--- config.mk ---
export PLATFORM = sky130hd
export DESIGN_NAME = regfile_write_arbiter
export DESIGN_NICKNAME = d
export VERILOG_FILES = /design/src/rtl/regfile_write_arbiter.sv
export SDC_FILE = /design/constraint.sdc
export NUM_CORES = 1
export LEC_CHECK = 0
export BUFFER_PORTS_ARGS = -buffer_cell sky130_fd_sc_hd__buf_2
export CELL_PAD_IN_SITES_DETAIL_PLACEMENT = 1
export CELL_PAD_IN_SITES_GLOBAL_PLACEMENT = 2
export CORE_MARGIN = 2
export CORE_UTILIZATION = 38
export DETAILED_ROUTE_END_ITERATION = 8
export PLACE_DENSITY_LB_ADDON = 0.1
export SYNTH_ARGS = -nofsm -noshare
export SYNTH_HDL_FRONTEND = slang
export SYNTH_SLANG_ARGS = --single-unit
--- constraint.sdc ---
create_clock -name clk -period 7.6 [get_ports clk]
set_input_delay 1.52 -clock clk [delete_from_list [all_inputs] [get_ports clk]]
set_output_delay 1.52 -clock clk [all_outputs]
set_load 0.02 [all_outputs]
--- src/rtl/regfile_write_arbiter.sv ---
// Shares one register-file write port between the WB stage (A, priority) and a
// FIFO-buffered long-latency source (B), with an anti-starvation bound on A.
module regfile_write_arbiter #(
  parameter int XLEN         = 64,
  parameter int AW           = 5,
  parameter int FIFO_DEPTH   = 2,
  parameter int STARVE_LIMIT = 3
) (
  input  logic                          clk,
  input  logic                          reset,
  input  logic                          wb_valid,
  input  logic [AW-1:0]                 wb_rd,
  input  logic [XLEN-1:0]               wb_data,
  output logic                          wb_ready,
  input  logic                          mu_valid,
  input  logic [AW-1:0]                 mu_rd,
  input  logic [XLEN-1:0]               mu_data,
  output logic                          mu_ready,
  output logic                          regWrite,
  output logic [AW-1:0]                 rd,
  output logic [XLEN-1:0]               writeData,
  output logic [$clog2(FIFO_DEPTH):0]   pend_count
);

  localparam int PW = $clog2(FIFO_DEPTH);
  localparam int CW = PW + 1;
  localparam int SW = $clog2(STARVE_LIMIT + 1);

  logic [AW-1:0]   mem_rd_r   [FIFO_DEPTH];
  logic [XLEN-1:0] mem_data_r [FIFO_DEPTH];
  logic [PW-1:0]   wr_ptr_r;
  logic [PW-1:0]   rd_ptr_r;
  logic [CW-1:0]   count_r;
  logic [SW-1:0]   starve_cnt_r;

  logic fifo_nonempty_s;
  logic grant_a_s;
  logic grant_b_s;
  logic push_s;

  // Ready, grant and push decisions from state at cycle start
  always_comb begin
    fifo_nonempty_s = (count_r != {CW{1'b0}});
    mu_ready        = (count_r < CW'(FIFO_DEPTH));
    wb_ready        = !(fifo_nonempty_s && (starve_cnt_r == SW'(STARVE_LIMIT)));
    grant_a_s       = wb_valid && wb_ready;
    grant_b_s       = !grant_a_s && fifo_nonempty_s;
    push_s          = mu_valid && mu_ready;
  end

  assign pend_count = count_r;

  // FIFO storage; contents are don't-care while the entry is not counted
  always_ff @(posedge clk) begin
    if (push_s) begin
      mem_rd_r[wr_ptr_r]   <= mu_rd;
      mem_data_r[wr_ptr_r] <= mu_data;
    end
  end

  // FIFO pointers, occupancy and starvation counter
  always_ff @(posedge clk) begin
    if (!reset) begin
      wr_ptr_r     <= {PW{1'b0}};
      rd_ptr_r     <= {PW{1'b0}};
      count_r      <= {CW{1'b0}};
      starve_cnt_r <= {SW{1'b0}};
    end else begin
      if (push_s) wr_ptr_r <= wr_ptr_r + PW'(1);
      if (grant_b_s) rd_ptr_r <= rd_ptr_r + PW'(1);
      case ({push_s, grant_b_s})
        2'b10:   count_r <= count_r + CW'(1);
        2'b01:   count_r <= count_r - CW'(1);
        default: count_r <= count_r;
      endcase
      // Counts A grants that bypassed a waiting B entry; B grant or empty FIFO clears it
      if (grant_b_s || !fifo_nonempty_s)
        starve_cnt_r <= {SW{1'b0}};
      else if (grant_a_s && (starve_cnt_r != SW'(STARVE_LIMIT)))
        starve_cnt_r <= starve_cnt_r + SW'(1);
      else
        starve_cnt_r <= starve_cnt_r;
    end
  end

  // Registered write port; x0 targets are consumed but never enabled
  always_ff @(posedge clk) begin
    if (!reset) begin
      regWrite  <= 1'b0;
      rd        <= {AW{1'b0}};
      writeData <= {XLEN{1'b0}};
    end else if (grant_a_s) begin
      regWrite  <= (wb_rd != {AW{1'b0}});
      rd        <= wb_rd;
      writeData <= wb_data;
    end else if (grant_b_s) begin
      regWrite  <= (mem_rd_r[rd_ptr_r] != {AW{1'b0}});
      rd        <= mem_rd_r[rd_ptr_r];
      writeData <= mem_data_r[rd_ptr_r];
    end else begin
      regWrite  <= 1'b0;
    end
  end

endmodule

==> impl_metrics.ini <==
[place]
gp_congestion = 0.736
io_buffers = 215
hpwl_um = 14000
place_area_um2 = 9620

[global_route]
grt_pass1_vias = 6463
overflow = 0
grt_max_degree = 96
grt_usage = 0.190
antenna_found_initial = 4
grt_pass1_wl_um = 35900

[sta]
fin_crit_ps = 3770
max_freq_mhz = 265
slew_viol_final = 0
setup_violations = 0
hold_viol_final = 0
skew_ps = 8.01
period_share = 0.497
slew-limit-headroom = 0.224
rsz0062_at_grt = false
holdWs_ps = 446
tightestPinTransition_ps = 1160
fin_setup_tns_ps = 0

[die]
core-area_um2 = 21900
pin_count = 216
die_width_um = 154
start_util = 0.389
die_h_um = 154
fp-row-count = 54
dieArea_um2 = 23600

[worst_setup_path]
crit_chain = ha_1 > o21a_4 > inv_4 > buf_2
regToRegEndpoint = writeData[29]
critPathMaxStageDelay_ps = 660
path_max_fanout = 71
timing.critical_path.required_ps = 6080
reg2reg_depth = 4
crit_type = flip-flop to output pin
start_kind = flip-flop
reg2reg_slack_ps = 5150
cp_top_family = buffers and inverters
r2r_start = pend_count[1]
worst_setup_path_end_kind = output pin
crit_arrival_ps = 2250
crit_buf_inv = 2
crit_slowest_cell = inv_4

[routing]
route.detailed.drc = 0
wl_per_cell_um = 20.9
vias_per_cell = 5.47
drt-initial-drc-count = 266
dr.pass1.iters = 4
vias = 6027
wirelength_um = 23000
drtAntennaViolNets = 0

[clock_network]
clk_pin_slew_ps = 60
clock_latency_ps = 510
hold_buffers = 0
cts-buffers-inserted = 24
post-cts-setup-buffers = 0
cts_max_path_buffers = 3
clock_sinks = 215
h-tree-depth = 1
tritoncts = done
root_buffer = clkbuf_16
cts_resized = 0

[worst_hold_path]
hold_class = flip-flop to flip-flop
min-delay-start = starve_cnt_r[0]
hold_depth = 1
min_to = starve_cnt_r[0]

[power]
power.internal_mw = 2.43
power_switching_mw = 1.08
power_frac_seq = 0.452
combPwrFrac = 0.239
ir_drop_uv = 172
leakagePower_nw = 3.90
power_density_nw_per_um2 = 339
pwr-share-clk = 0.309
p_sw_frac = 0.307

[layout]
layout_common_cells = buf_2 (214), edfxtp_1 (138), dfxtp_1 (76)
layout_commonest_cell = buf_2
utilization = 0.474
area_growth_pct = 21.8
drive_gt1_frac = 0.382
nNetsFinal = 943
design_area_um2 = 10400

[status]
status = completed

[synth]
synth_seq_cells = 215
ys_seq_area_frac = 0.668
ys.warnings.count = 0
syn-num-nets = 756
synth_cell_type_count = 34
netlist_area_um2 = 8520
syn_inst = 612
post_synth.cell_area_avg_um2 = 13.9

[run]
cap_violations = 0
## state kept, by name, indices dropped and copies added, names as in the netlist, named ones only
signal	cells
starve_cnt_r	2
regWrite	1
writeData	64
rd	5
mem_rd_r	10
pend_count	2
mem_data_r	128
rd_ptr_r	1
wr_ptr_r	1
## per-layer routing
metal | part of all wire | track usage | vias up
met1 | 0.42 | 0.238 | 3007
met5 | 0.00056 | 0 | -
met2 | 0.50 | 0.329 | 200
met3 | 0.072 | 0.0507 | 31
met4 | 0.015 | 0.0441 | 2
li1 | - | - | 2787
## cells by family after synthesis
family	synth area share
buffers and inverters	0.0476
adders and majority gates	0.00294
AOI/OAI and AO/OA	0.125
muxes	0.0635
and+or+nand+nor	0.0901
xor gates and xnor gates	0.00309
DFF	0.668
## cells in the mapped netlist, drive strengths merged
cell type / number / share of area
edfxtp: 138 / 0.49
dfxtp: 77 / 0.18
nand3: 70 / 0.041
a21oi: 51 / 0.030
a32oi: 48 / 0.049
mux2: 48 / 0.063
buf: 45 / 0.039
nor2b: 22 / 0.016
o31ai: 22 / 0.019
a221oi: 21 / 0.022
nor3b: 21 / 0.019
clkbuf: 15 / 0.0066
nor2: 5 / 0.0022
nor3: 5 / 0.0043
inv: 4 / 0.0021
o21ai: 3 / 0.0022
ha: 2 / 0.0029
nand2b: 2 / 0.0015
or3: 2 / 0.0015
or4: 2 / 0.0018
xor2: 2 / 0.0021
and3: 1 / 0.00074
nand2: 1 / 0.00044
o2111ai: 1 / 0.0010
o21a: 1 / 0.0018
or2: 1 / 0.00074
or4b: 1 / 0.0012
xnor2: 1 / 0.0010
## how the worst max path moves through the flow
stage,slack [ps],from,to,depth (start not counted)
finish,3830,starve_cnt_r[0],wb_ready,4
global route,3680,starve_cnt_r[0],wb_ready,4
CTS,3770,starve_cnt_r[0],wb_ready,4
detailed placement,3530,wb_valid,writeData[50],5
global placement,3580,wb_valid,writeData[56],5
floorplan,2600,mu_valid,mem_data_r[0][0],2
## per-stage QoR
| step | instances | power (mW) | setup slack, ps |
|---|---|---|---|
| final | 1101 | 3.51 | 3830 |
| after global routing | 1098 | 3.68 | 3680 |
| after CTS | 1096 | 3.55 | 3770 |
| after detailed placement | 1053 | 2.47 | 3530 |
| after global placement | 1053 | 2.43 | 3580 |
| after floorplan | 612 | 2.22 | 2600 |
## layout make-up
class | count | area (um^2)
sequential | 215 | 5690
tap | 280 | 350
clock buffer | 38 | 714
clock inverter | 5 | 23.8
timing repair buffer | 221 | 1120
multi-input combinational | 333 | 2440
antenna | 5 | 12.5
fill | 2304 | 11500
inverter | 4 | 17.5
## power groups by stage
stage	clock network [mW]	registers, mW	logic, mW
detailed placement	0	1.62	0.850
global route	1.16	1.61	0.913
global placement	0	1.60	0.830
CTS	1.11	1.59	0.851
floorplan	0	1.68	0.546
finish	1.08	1.59	0.841
Note: power is estimated with default switching activity, not from simulation.
